==> config.mk <==
export PLATFORM = sky130hd
export DESIGN_NAME = muldiv_unit
export DESIGN_NICKNAME = d
export VERILOG_FILES = /design/src/rtl/muldiv_unit.sv
export SDC_FILE = /design/constraint.sdc
export NUM_CORES = 1
export LEC_CHECK = 0
export CAP_MARGIN = 20
export CORE_ASPECT_RATIO = 0.75
export CORE_MARGIN = 5
export CORE_UTILIZATION = 50
export DETAILED_ROUTE_END_ITERATION = 10
export GPL_ROUTABILITY_DRIVEN = 0
export PLACE_DENSITY_LB_ADDON = 0.3
export SLEW_MARGIN = 0
export SYNTH_ARGS = -nofsm -noshare
export SYNTH_HDL_FRONTEND = slang
export SYNTH_SLANG_ARGS = --single-unit
==> constraint.sdc <==
create_clock -name clk -period 3.2 [get_ports clk]
set_clock_uncertainty 0.1 [all_clocks]
set_input_delay 0.32 -clock clk [delete_from_list [all_inputs] [get_ports clk]]
set_output_delay 0.32 -clock clk [all_outputs]
set_load 0.05 [all_outputs]
==> src/rtl/muldiv_unit.sv <==
// Iterative 32-bit multiply/divide unit owning the HI/LO pair (shift-add multiply, restoring divide).
// Optional MULDIV_FAST_MUL_EN: single-cycle multiplies; divides stay iterative.
module muldiv_unit (
   input  logic        clk,
   input  logic        rst_n,
   input  logic        start,
   input  logic [2:0]  op,
   input  logic [31:0] a,
   input  logic [31:0] b,
   output logic        busy,
   output logic        done,
   output logic [31:0] hi,
   output logic [31:0] lo
);
   typedef enum logic [1:0] {IDLE, RUN, FIX} state_t;

   state_t      state, nstate;
   logic [4:0]  cnt;
   logic [31:0] mcand;    // multiplicand or divisor magnitude
   logic [31:0] mq;       // multiplier (shifts right) or dividend (shifts left)
   logic [63:0] acc;
   logic        isdiv, rsign, remsign;

   logic        sgn_op, go_iter;
   logic [31:0] amag, bmag;
   logic [32:0] msum, rsh;
   logic [31:0] rdiff;
   logic        ge;

   assign sgn_op = ~op[0];
   assign amag   = (sgn_op && a[31]) ? -a : a;
   assign bmag   = (sgn_op && b[31]) ? -b : b;
`ifdef MULDIV_FAST_MUL_EN
   logic [63:0] fprod;
   assign go_iter = ~op[2] & op[1];
   assign fprod   = {{32{sgn_op & a[31]}}, a} * {{32{sgn_op & b[31]}}, b};
`else
   assign go_iter = ~op[2];
`endif

   assign msum  = {1'b0, acc[63:32]} + {1'b0, (mq[0] ? mcand : 32'd0)};
   // Partial remainder never exceeds the divisor, so the low 32 bits of the difference are exact.
   assign rsh   = {acc[63:32], mq[31]};
   assign ge    = (rsh >= {1'b0, mcand});
   assign rdiff = rsh[31:0] - mcand;

   always_ff @(posedge clk or negedge rst_n) begin
      if (!rst_n) state <= IDLE;
      else        state <= nstate;
   end

   always_comb begin
      nstate = state;
      case (state)
         IDLE:    if (start && go_iter) nstate = RUN;
         RUN:     if (cnt == 5'd0) nstate = FIX;
         FIX:     nstate = IDLE;
         default: nstate = IDLE;
      endcase
   end

   always_comb busy = (state != IDLE);

   always_ff @(posedge clk or negedge rst_n) begin
      if (!rst_n) begin
         cnt     <= '0;
         mcand   <= '0;
         mq      <= '0;
         acc     <= '0;
         isdiv   <= 1'b0;
         rsign   <= 1'b0;
         remsign <= 1'b0;
         done    <= 1'b0;
         hi      <= '0;
         lo      <= '0;
      end else begin
         done <= 1'b0;
         case (state)
            IDLE: if (start) begin
               if (go_iter) begin
                  mcand   <= bmag;
                  mq      <= amag;
                  acc     <= '0;
                  cnt     <= 5'd31;
                  isdiv   <= op[1];
                  rsign   <= sgn_op & (a[31] ^ b[31]);
                  remsign <= sgn_op & op[1] & a[31];
               end
`ifdef MULDIV_FAST_MUL_EN
               else if (!op[2]) begin
                  {hi, lo} <= fprod;
                  done     <= 1'b1;
               end
`endif
               else if (op == 3'd4) hi <= a;
               else if (op == 3'd5) lo <= a;
            end
            RUN: begin
               cnt <= cnt - 5'd1;
               if (isdiv) begin
                  acc <= {(ge ? rdiff : rsh[31:0]), acc[30:0], ge};
                  mq  <= {mq[30:0], 1'b0};
               end else begin
                  acc <= {msum, acc[31:1]};
                  mq  <= {1'b0, mq[31:1]};
               end
            end
            FIX: begin
               done <= 1'b1;
               if (isdiv) begin
                  lo <= rsign   ? -acc[31:0]  : acc[31:0];
                  hi <= remsign ? -acc[63:32] : acc[63:32];
               end else begin
                  {hi, lo} <= rsign ? -acc : acc;
               end
            end
            default: ;
         endcase
      end
   end
endmodule

==> results.md, run 1 <==
| Result | Reported |
|---|---|
| Min setup slack post-route | -0.05130 ns |
| Area inside the core boundary | 31040 um^2 |
| Max-slew violations | 0 |
| Distinct cell type count of the synthesized netlist | 77 |
| Met2 usage in global routing | 44.52% |
| Half-perimeter wire length of the detailed placement result | 41.19 mm |
| Maximum number of pins on one net before global-route repair | 102 |
| Initial antenna violation count | 1 |
| Fraction of registers with async set/reset | 100.0% |
| Main flop type after synthesis | sky130_fd_sc_hd__dfrtp_1 |
| Wirelength per Cell | 21.14 um |
| Maximum vdd drop | 0.0005287 V |
| # DRC | 0 |
| Fraction of final layout cells sized beyond drive strength 1 | 17.40% |
| Layout Area Growth over Synthesis | 28.47% |
| Met3 track utilization from global routing | 8.116% |
| Count of placed standard cells in the final layout, fillers left out | 2630 |
| Post-Synthesis Mean Instance Area | 8.078 um^2 |
| GRT Total Usage | 30.06% |
| Total overflow reported by the global router | 0 |
| Most common cell after layout, fill and taps aside | sky130_fd_sc_hd__nand2_1 |
| Worst min-delay path class | input pin to asynchronous set/reset pin |
| Final hold violation count | 0 |
| Post-synthesis share of cell area spent on full adders, half adders and majority gates | 5.856% |
| Maximum root-to-sink buffer count | 3 |
| Crit Path Max Fanout | 8 |
| Launching element type of the critical path | flip-flop |
| Number of maximum-capacitance constraint violations | 0 |
| Register cell area after layout | 5086 um^2 |
| Final antenna diode count | 0 |
| CTS Root Buffer Type | sky130_fd_sc_hd__clkbuf_16 |
| Port Buffers | 135 |
| Post-synthesis sequential area ratio | 32.48% |
| Aggregate routed wire length | 55.59 mm |
| RSZ-0062 raised after global routing | true |
| Floorplan die area | 34950 um^2 |
| R2R Path Start | mq[0] |
| Worst-path clk slew | 0.07 ns |
| Final core utilization | 64.73% |
| Worst slew slack as a fraction of its limit | 25.81% |
| Count of pins on the block boundary | 136 |
| Violations in the final reports | setup timing |
| Global-route layer with the greatest usage | met2 |
| Violation count after the first detailed-route iteration | 2126 |
| Data required time of the worst path | 3.57 ns |
| Cells on worst reg2reg path | 12 |
| CTS Buf Count | 23 |
| Synth Cell Area | 15640 um^2 |
| First-pass GRT wire length | 85.30 mm |
| Worst-Skew Late Latency | 0.53 ns |
| Starting density of the core | 50.38% |
| Post-place instance area | 18720 um^2 |
| Final worst path period share | 101.6% |
| M1 GR Usage | 43.93% |
| Min Clock Period, post-route | 3.251 ns |
| Simple-gate share of the synthesized area | 18.66% |
| Final non-filler cell area | 20090 um^2 |
| Run status | complete, but fails checks |
| Fmax | 0.3076 GHz |
| Xor and xnor area share after synthesis | 9.633% |
| Die X-Extent | 214.2 um |
| Number of fill cells in the layout | 2530 |
| Remaining number of nets flagged by the antenna check after routing | 0 |
| DIE HEIGHT | 163.2 um |
| Number of global-route vias before repair | 15.06k |
| Standard-cell row count | 56 |
| Vias after detailed routing | 16.35k |
| Power density relative to cell area | 1260 nW/um^2 |
| Detailed-router iteration count before antenna repair | 8 |
| Synthesis warning total | 0 |
| Arrival @ worst endpoint | 3.62 ns |
| TritonCTS clock tree | done |
| Endpoints failing setup | 4 |
| Placed cells | 2571 |
| Synth Register Bits | 203 |
| Final hold slack | 0.2050 ns |
| Reg2reg end | acc[63] |
| Fin nets | 2350 |
| Commonest non-fill, non-tap cells in the layout | sky130_fd_sc_hd__nand2_1 (248), sky130_fd_sc_hd__o21ai_0 (230), sky130_fd_sc_hd__buf_4 (215), sky130_fd_sc_hd__dfrtp_1 (200) |
| Pre-CTS setup slack | -0.1318 ns |
| Transition at the pin with the smallest max-transition slack | 1.113 ns |
| Endpoint type of the worst setup path | flip-flop |
| Total clock sinks | 203 |
| Number of flops mapped to enable cells by yosys | 0 |
| Multiplexer fraction of the synthesized cell area | 4.824% |
| Synthesized-area fraction occupied by ao, oa, aoi and oai cells | 24.03% |
| Register-to-register setup slack | -0.05 ns |
| Avg Vias per Cell | 6.217 |
| Dominant combinational cell family by area after synthesis | compound AO/OA/AOI/OAI gates |
| Maximum level of the CTS H-tree | 1 |
| Combined area of the multi-input logic cells | 10280 um^2 |
| Synthesized netlist net count | 2078 |
| Category of the most critical setup path | flip-flop to flip-flop |
| P_leak | 0.008769 uW |
| Synth Instances | 1936 |
worst max-delay path by stage:
stage	startpoint	end	slack, ns	depth (start not counted)
after CTS	acc[45]	acc[48]	-0.008	10
final	mq[0]	acc[63]	-0.05	12
after floorplan	mq[0]	acc[56]	0.03	12
after detailed placement	mq[0]	acc[55]	-0.13	13
after global routing	mcand[15]	acc[63]	-0.07	12
after global placement	mq[31]	acc[62]	-0.03	13
registers in the layout, indices dropped and copies added, names as in the netlist:
register  cells
acc          64
cnt           5
done          1
hi           32
isdiv         1
lo           32
mcand        32
mq           32
remsign       1
rsign         1
state         2
cell type report:
class                   count  share of cell area [%]
repair buffers            363                   15.69
clock buffers              28                   3.008
multi-input cells        1549                   51.16
clock inverters            13                   1.028
flip-flops and latches    203                   25.31
inverters                  68                   1.270
well taps                 406                   2.528
routing by layer:
layer  part of all wire [%]  up-vias
met5                  0.023        -
met3                     12      131
li1                       -     7483
met4                    2.8        2
met1                     43     7833
met2                     42      902
synthesized netlist by cell type (9+ instances only):
cell type,instances,area [um^2]
sky130_fd_sc_hd__a211oi_1,11,82.58
sky130_fd_sc_hd__a21o_1,30,225.2
sky130_fd_sc_hd__a21oi_1,131,655.6
sky130_fd_sc_hd__a221oi_1,15,131.4
sky130_fd_sc_hd__a22oi_1,35,262.8
sky130_fd_sc_hd__a31oi_1,14,87.58
sky130_fd_sc_hd__and2_1,40,250.2
sky130_fd_sc_hd__and3_1,18,112.6
sky130_fd_sc_hd__buf_2,10,50.05
sky130_fd_sc_hd__clkbuf_1,101,379.1
sky130_fd_sc_hd__dfrtp_1,203,5080
sky130_fd_sc_hd__ha_1,70,875.8
sky130_fd_sc_hd__inv_1,66,247.7
sky130_fd_sc_hd__mux2_2,19,214.0
sky130_fd_sc_hd__mux2i_1,54,540.5
sky130_fd_sc_hd__nand2_1,250,938.4
sky130_fd_sc_hd__nand2b_1,17,106.4
sky130_fd_sc_hd__nand3_1,28,140.1
sky130_fd_sc_hd__nand4_1,21,131.4
sky130_fd_sc_hd__nor2_1,137,514.2
sky130_fd_sc_hd__nor2b_1,12,75.07
sky130_fd_sc_hd__nor3_1,28,140.1
sky130_fd_sc_hd__nor4_1,14,87.58
sky130_fd_sc_hd__o211ai_1,11,82.58
sky130_fd_sc_hd__o21a_1,10,75.07
sky130_fd_sc_hd__o21ai_0,236,1181
sky130_fd_sc_hd__o21ai_1,9,45.04
sky130_fd_sc_hd__o22ai_1,10,62.56
sky130_fd_sc_hd__o31ai_1,34,255.2
sky130_fd_sc_hd__o41ai_1,13,113.9
sky130_fd_sc_hd__or2_2,10,62.56
sky130_fd_sc_hd__or3_1,11,68.82
sky130_fd_sc_hd__or4_1,10,75.07
sky130_fd_sc_hd__xnor2_1,98,858.3
sky130_fd_sc_hd__xor2_1,74,648.1
per-stage QoR:
stage | power [uW] | TNS [ns]
2_1_floorplan | 15030 | 0
3_3_place_gp | 20530 | -0.05696
3_5_place_dp | 20970 | -0.8433
4_1_cts | 24090 | -0.007775
5_1_grt | 26790 | -0.3670
6_report | 25320 | -0.06804
report_power, final:
group	switching (uW)	internal (uW)	leakage (uW)
clock	1170	1750	0.000391
sequential	1180	3800	0.00256
combinational	10100	7320	0.00582
timing repair:
action                                  CTS  global route
pin swaps                                 8            32
endpoints found under the hold margin    46             0
hold buffers                              1             0
cloned                                    0             4
resized for setup                        19            74
buffers inserted                          2            11
endpoints found under the setup margin   20            37
cell families (layout without fill, tap and decap cells):
kind of cell             after synthesis  count (layout)
AO/OA/AOI/OAI                        613             614
XOR/XNOR                             172             172
adder cells (fa/ha/maj)               72              72
buffers and inverters                185             472
flip-flops                           203             203
multiplexers                          73              73
AND/OR/NAND/NOR                      618             618
worst max-delay path, stage by stage (launching register included):
cell and delay (ns):
sky130_fd_sc_hd__dfrtp_2 0.47, sky130_fd_sc_hd__and2_1 0.16, sky130_fd_sc_hd__ha_2 0.17, sky130_fd_sc_hd__inv_1 0.05
sky130_fd_sc_hd__fa_2 0.34, sky130_fd_sc_hd__nand2b_4 0.17, sky130_fd_sc_hd__a21oi_4 0.20, sky130_fd_sc_hd__o22ai_4 0.11
sky130_fd_sc_hd__o211ai_1 0.53, sky130_fd_sc_hd__a41oi_2 0.25, sky130_fd_sc_hd__a211o_1 0.34, sky130_fd_sc_hd__a21oi_1 0.15
sky130_fd_sc_hd__a32o_1 0.16
(Power assumes the default switching activity.)
==> run 2, diff against run 1 <==
- REMOVE_ABC_BUFFERS: not set -> 1
==> run 2 against run 1 <==
Compared with the run above:
- the flow still finishes with violations (setup timing)
- power increased by 0.54%
- fmax increased by 0.36%
- worst hold slack improved by 0.054 ns
- non-clock buffer count increased by 16
- critical path type unchanged
- global-route usage decreased by 0.79 points
- largest power group unchanged
- setup slack improved by 0.012 ns
- final cell count increased by 0.46%
- via count increased by 0.35%
- largest cell class unchanged
==> results.md, run 2 (synthesis results as in run 1) <==
| Result | Reported |
|---|---|
| Standard-cell row count | 56 |
| Layout Area Growth over Synthesis | 29.77% |
| TritonCTS clock tree | done |
| Arrival @ worst endpoint | 3.58 ns |
| Cells on worst reg2reg path | 12 |
| P_leak | 0.008864 uW |
| Maximum number of pins on one net before global-route repair | 83 |
| Count of pins on the block boundary | 136 |
| Number of global-route vias before repair | 15.48k |
| Transition at the pin with the smallest max-transition slack | 0.7388 ns |
| Final worst path period share | 101.2% |
| Fin nets | 2365 |
| Crit Path Max Fanout | 11 |
| Detailed-router iteration count before antenna repair | 7 |
| Endpoint type of the worst setup path | flip-flop |
| Power density relative to cell area | 1255 nW/um^2 |
| Worst slew slack as a fraction of its limit | 50.63% |
| Commonest non-fill, non-tap cells in the layout | sky130_fd_sc_hd__nand2_1 (248), sky130_fd_sc_hd__buf_4 (229), sky130_fd_sc_hd__o21ai_0 (224), sky130_fd_sc_hd__dfrtp_1 (200) |
| Violation count after the first detailed-route iteration | 2189 |
| Final core utilization | 65.38% |
| Total overflow reported by the global router | 0 |
| Min setup slack post-route | -0.03968 ns |
| Register-to-register setup slack | -0.04 ns |
| Placed cells | 2584 |
| Starting density of the core | 50.38% |
| Area inside the core boundary | 31040 um^2 |
| Remaining number of nets flagged by the antenna check after routing | 0 |
| Fraction of final layout cells sized beyond drive strength 1 | 18.16% |
| Count of placed standard cells in the final layout, fillers left out | 2642 |
| Wirelength per Cell | 20.58 um |
| Data required time of the worst path | 3.54 ns |
| Most common cell after layout, fill and taps aside | sky130_fd_sc_hd__nand2_1 |
| Flip-flop count of the largest register, all copies and words added | 64 |
| Initial antenna violation count | 1 |
| Port Buffers | 135 |
| Vias after detailed routing | 16.41k |
| Violations in the final reports | setup timing |
| Worst-Skew Late Latency | 0.54 ns |
| Worst min-delay path class | input pin to asynchronous set/reset pin |
| Reg2reg end | acc[39] |
| Endpoints failing setup | 3 |
| R2R Path Start | acc[49] |
| Run status | complete, but fails checks |
| Fmax | 0.3087 GHz |
| Avg Vias per Cell | 6.210 |
| GRT Total Usage | 29.28% |
| Die X-Extent | 214.2 um |
| Final hold violation count | 0 |
| Floorplan die area | 34950 um^2 |
| RSZ-0062 raised after global routing | true |
| Worst-path clk slew | 0.06 ns |
| Most flops, register | acc |
| Final hold slack | 0.2593 ns |
| DIE HEIGHT | 163.2 um |
| Number of maximum-capacitance constraint violations | 0 |
| # DRC | 0 |
| CTS Root Buffer Type | sky130_fd_sc_hd__clkbuf_16 |
| Setup Total Neg Slack | -0.04707 ns |
| First-pass GRT wire length | 83.94 mm |
| Final antenna diode count | 0 |
| Total power consumption of the routed design | 25460 uW |
| CTS Buf Count | 23 |
| Total clock sinks | 203 |
| Min Clock Period, post-route | 3.240 ns |
| Launching element type of the critical path | flip-flop |
| Half-perimeter wire length of the detailed placement result | 39.67 mm |
| Aggregate routed wire length | 54.38 mm |
| Category of the most critical setup path | flip-flop to flip-flop |
| Maximum level of the CTS H-tree | 1 |
| Max-slew violations | 0 |
| Maximum vdd drop | 0.0006018 V |
| Maximum root-to-sink buffer count | 3 |
run 2: changes by cell type in the layout (fill, tap and decap cells not counted), sizes merged:
cell | before | now
a22oi | 37 | 36
buf | 227 | 241
bufinv | 5 | 4
clkbuf | 29 | 32
clkinvlp | 2 | 0
inv | 68 | 67
run 2: final cells by class:
type | count | area (um^2)
repair buffers | 379 | 3334
clock inverters | 9 | 145.1
multi-input cells | 1548 | 10370
inverters | 68 | 255.2
flip-flops and latches | 203 | 5086
fillers | 2518 | 10750
clock buffers | 29 | 598.1
well taps | 406 | 508.0
run 2: timing repair:
action / 4_1_cts / 5_1_grt
buffers inserted: 1 / 16
cloned: 0 / 2
hold buffers: 1 / 0
resized for setup: 20 / 91
endpoints found under the hold margin: 58 / 0
setup endpoints to repair: 23 / 33
pin swaps: 6 / 38
run 2: metal layers:
layer  vias up  global-route usage [%]  wire length, um
met5         -                       0               12
met4         2                   8.809             1909
met1      7834                   41.32            22940
met2       907                   44.92            23570
met3       156                   7.152             5951
li1       7509                       -                -
run 2: worst max-delay path, stage by stage (launching register included):
cell                        delay (ns)
sky130_fd_sc_hd__dfrtp_1          0.42
sky130_fd_sc_hd__ha_4             0.31
sky130_fd_sc_hd__nand4_1          0.10
sky130_fd_sc_hd__or4_4            0.52
sky130_fd_sc_hd__or4_4            0.55
sky130_fd_sc_hd__nand4_1          0.14
sky130_fd_sc_hd__a22oi_2          0.14
sky130_fd_sc_hd__buf_6            0.15
sky130_fd_sc_hd__buf_4            0.14
sky130_fd_sc_hd__clkbuf_16        0.16
sky130_fd_sc_hd__nor2_1           0.15
sky130_fd_sc_hd__a21oi_1          0.06
sky130_fd_sc_hd__o21ai_0          0.19
run 2: worst max-delay path by stage:
stage / start / cells past startpoint / to
after global routing: mq[0] / 14 / acc[63]
after floorplan: state[0] / 5 / cnt[4]
after detailed placement: mq[0] / 13 / acc[55]
after global placement: mq[0] / 13 / acc[55]
final: acc[49] / 12 / acc[39]
after CTS: mq[0] / 13 / acc[55]
run 2: metrics by stage:
stage / instance area, um^2 / worst slack (ns)
5_1_grt: 20290 / -0.1025
2_1_floorplan: 15190 / -2.701
4_1_cts: 19660 / -0.02114
3_3_place_gp: 18820 / -0.08187
6_report: 20290 / -0.03968
3_5_place_dp: 18820 / -0.2366
run 2: power breakdown:
part           internal, uW  switching, uW
sequential             3800           1150
combinational          7530          10200
clock                  1630           1120
total                 13000          12500
==> run 3, diff against run 2 <==
- MAX_ROUTING_LAYER: not set -> met4
- REMOVE_ABC_BUFFERS: 1 -> not set
==> run 3 against run 2 <==
Compared with the run above:
- non-clock buffer count is 14 lower
- cell area is 0.91% lower
- global-route usage grew 1.6 points
- core utilization shrank 0.60 points
- the flow now finishes without violations
- combinational power about the same
- final cell count fell by 0.34%
==> results.md, run 3 (synthesis results as in run 1) <==
| Result | Reported |
|---|---|
| Initial antenna violation count | 1 |
| Fraction of final layout cells sized beyond drive strength 1 | 17.30% |
| Power density relative to cell area | 1261 nW/um^2 |
| Area inside the core boundary | 31040 um^2 |
| Final hold slack | 0.2021 ns |
| Data required time of the worst path | 3.56 ns |
| Floorplan die area | 34950 um^2 |
| Endpoints failing setup | 0 |
| CTS Buf Count | 23 |
| Wirelength per Cell | 21.03 um |
| Total overflow reported by the global router | 0 |
| Detailed-router iteration count before antenna repair | 6 |
| Starting density of the core | 50.38% |
| TritonCTS clock tree | done |
| GRT Total Usage | 30.92% |
| Count of pins on the block boundary | 136 |
| RSZ-0062 raised after global routing | true |
| Die X-Extent | 214.2 um |
| Aggregate routed wire length | 55.39 mm |
| Transition at the pin with the smallest max-transition slack | 1.103 ns |
| Flip-flop count of the largest register, all copies and words added | 64 |
| Maximum number of pins on one net before global-route repair | 102 |
| Endpoint type of the worst setup path | flip-flop |
| First-pass GRT wire length | 85.24 mm |
| Number of maximum-capacitance constraint violations | 0 |
| Setup Total Neg Slack | 0 ns |
| P_leak | 0.008775 uW |
| Crit Path Max Fanout | 8 |
| Max-slew violations | 0 |
| Arrival @ worst endpoint | 3.56 ns |
| Final hold violation count | 0 |
| Half-perimeter wire length of the detailed placement result | 41.19 mm |
| Worst-path clk slew | 0.07 ns |
| Post-place instance area | 18720 um^2 |
| Maximum level of the CTS H-tree | 1 |
| Most flops, register | acc |
| Worst slew slack as a fraction of its limit | 26.46% |
| Commonest non-fill, non-tap cells in the layout | sky130_fd_sc_hd__nand2_1 (248), sky130_fd_sc_hd__o21ai_0 (230), sky130_fd_sc_hd__buf_4 (214), sky130_fd_sc_hd__dfrtp_1 (200), sky130_fd_sc_hd__nor2_1 (135) |
| Standard-cell row count | 56 |
| Final worst path period share | 99.77% |
| Layout Area Growth over Synthesis | 28.59% |
| Launching element type of the critical path | flip-flop |
| Worst-Skew Late Latency | 0.53 ns |
| Fin nets | 2352 |
| DIE HEIGHT | 163.2 um |
| Worst min-delay path class | input pin to asynchronous set/reset pin |
| Port Buffers | 135 |
| Maximum vdd drop | 0.0005311 V |
| Total clock sinks | 203 |
| # DRC | 0 |
| Maximum root-to-sink buffer count | 3 |
| Category of the most critical setup path | flip-flop to flip-flop |
| Register-to-register setup slack | 0.007 ns |
| CTS Root Buffer Type | sky130_fd_sc_hd__clkbuf_16 |
| Vias after detailed routing | 16.29k |
| Number of global-route vias before repair | 15.08k |
| Most common cell after layout, fill and taps aside | sky130_fd_sc_hd__nand2_1 |
| Remaining number of nets flagged by the antenna check after routing | 0 |
| Fmax | 0.3132 GHz |
| Avg Vias per Cell | 6.188 |
| Final non-filler cell area | 20110 um^2 |
| Violation count after the first detailed-route iteration | 2079 |
| Min Clock Period, post-route | 3.193 ns |
| Run status | completed |
[run 3: cell types whose count changed in the layout (fill, tap and decap cells not counted), moves of 3 or more]
cell and delta:
sky130_fd_sc_hd__a21oi_1 +3, sky130_fd_sc_hd__and2_4 -3, sky130_fd_sc_hd__and3_1 +3, sky130_fd_sc_hd__and3_4 -3, sky130_fd_sc_hd__buf_4 -15, sky130_fd_sc_hd__buf_6 +5, sky130_fd_sc_hd__o21ai_0 +6, sky130_fd_sc_hd__o21ai_1 -6
[run 3: report_power, final]
group / switching (uW) / total (uW) / leakage [uW] / internal, uW
sequential: 1180 / 4980 / 0.00256 / 3800
combinational: 10100 / 17500 / 0.00583 / 7400
clock: 1170 / 2930 / 0.000391 / 1750
[run 3: layout make-up]
type                       count  area (um^2)
clock inverter                13        206.4
multi-input combinational   1549        10270
sequential                   203         5086
timing repair buffer         365         3178
fill                        2529        10930
tap                          406        508.0
clock buffer                  28        604.3
antenna                        1        2.502
inverter                      68        255.2
[run 3: layer usage]
metal  part of all wire, %  routed length [um]  track usage [%]
met5                     0                   0                -
met4                   2.7                1515            7.316
met3                    12                6700            7.967
met2                    42               23440            44.46
met1                    43               23730            43.95
[run 3: timing repair]
item	4_1_cts	5_1_grt
pin swaps	8	32
setup buffers	2	13
endpoints found under the setup margin	20	37
gates resized for setup	19	73
endpoints found under the hold margin	46	0
cloned	0	4
hold buffers	1	0
[run 3: worst max-delay path, stage by stage, from the launching register on]
cell                       delay (ns)
sky130_fd_sc_hd__dfrtp_2         0.47
sky130_fd_sc_hd__and2_1          0.16
sky130_fd_sc_hd__ha_2            0.17
sky130_fd_sc_hd__inv_1           0.05
sky130_fd_sc_hd__fa_2            0.34
sky130_fd_sc_hd__nand2b_4        0.17
sky130_fd_sc_hd__a21oi_4         0.20
sky130_fd_sc_hd__o22ai_4         0.11
sky130_fd_sc_hd__o211ai_1        0.47
sky130_fd_sc_hd__a41oi_2         0.23
sky130_fd_sc_hd__a211o_1         0.34
sky130_fd_sc_hd__a21oi_1         0.15
sky130_fd_sc_hd__a32o_1          0.17
[run 3: path summary, 6_finish.rpt]
kind | start | endpoint | cells after the start
setup reg to reg | mq[0] | acc[63] | 12
hold reg to reg | lo[4] | lo[4] | 2
max in group asynchronous | rst_n | acc[9] | 3
setup / recovery | mq[0] | acc[63] | 12
min in group clk | lo[4] | lo[4] | 2
hold / removal | rst_n | acc[63] | 2
[run 3: through the flow]
stage | cells | setup slack (ns) | power, uW | util, %
3_3_place_gp | 2571 | -0.02886 | 20530 | 60.31
2_1_floorplan | 1936 | 0.03057 | 15030 | -
4_1_cts | 2615 | -0.007775 | 24090 | 63.29
3_5_place_dp | 2571 | -0.1318 | 20970 | 60.31
6_report | 2633 | 0.007298 | 25370 | 64.79
5_1_grt | 2633 | -0.06533 | 26860 | 64.79
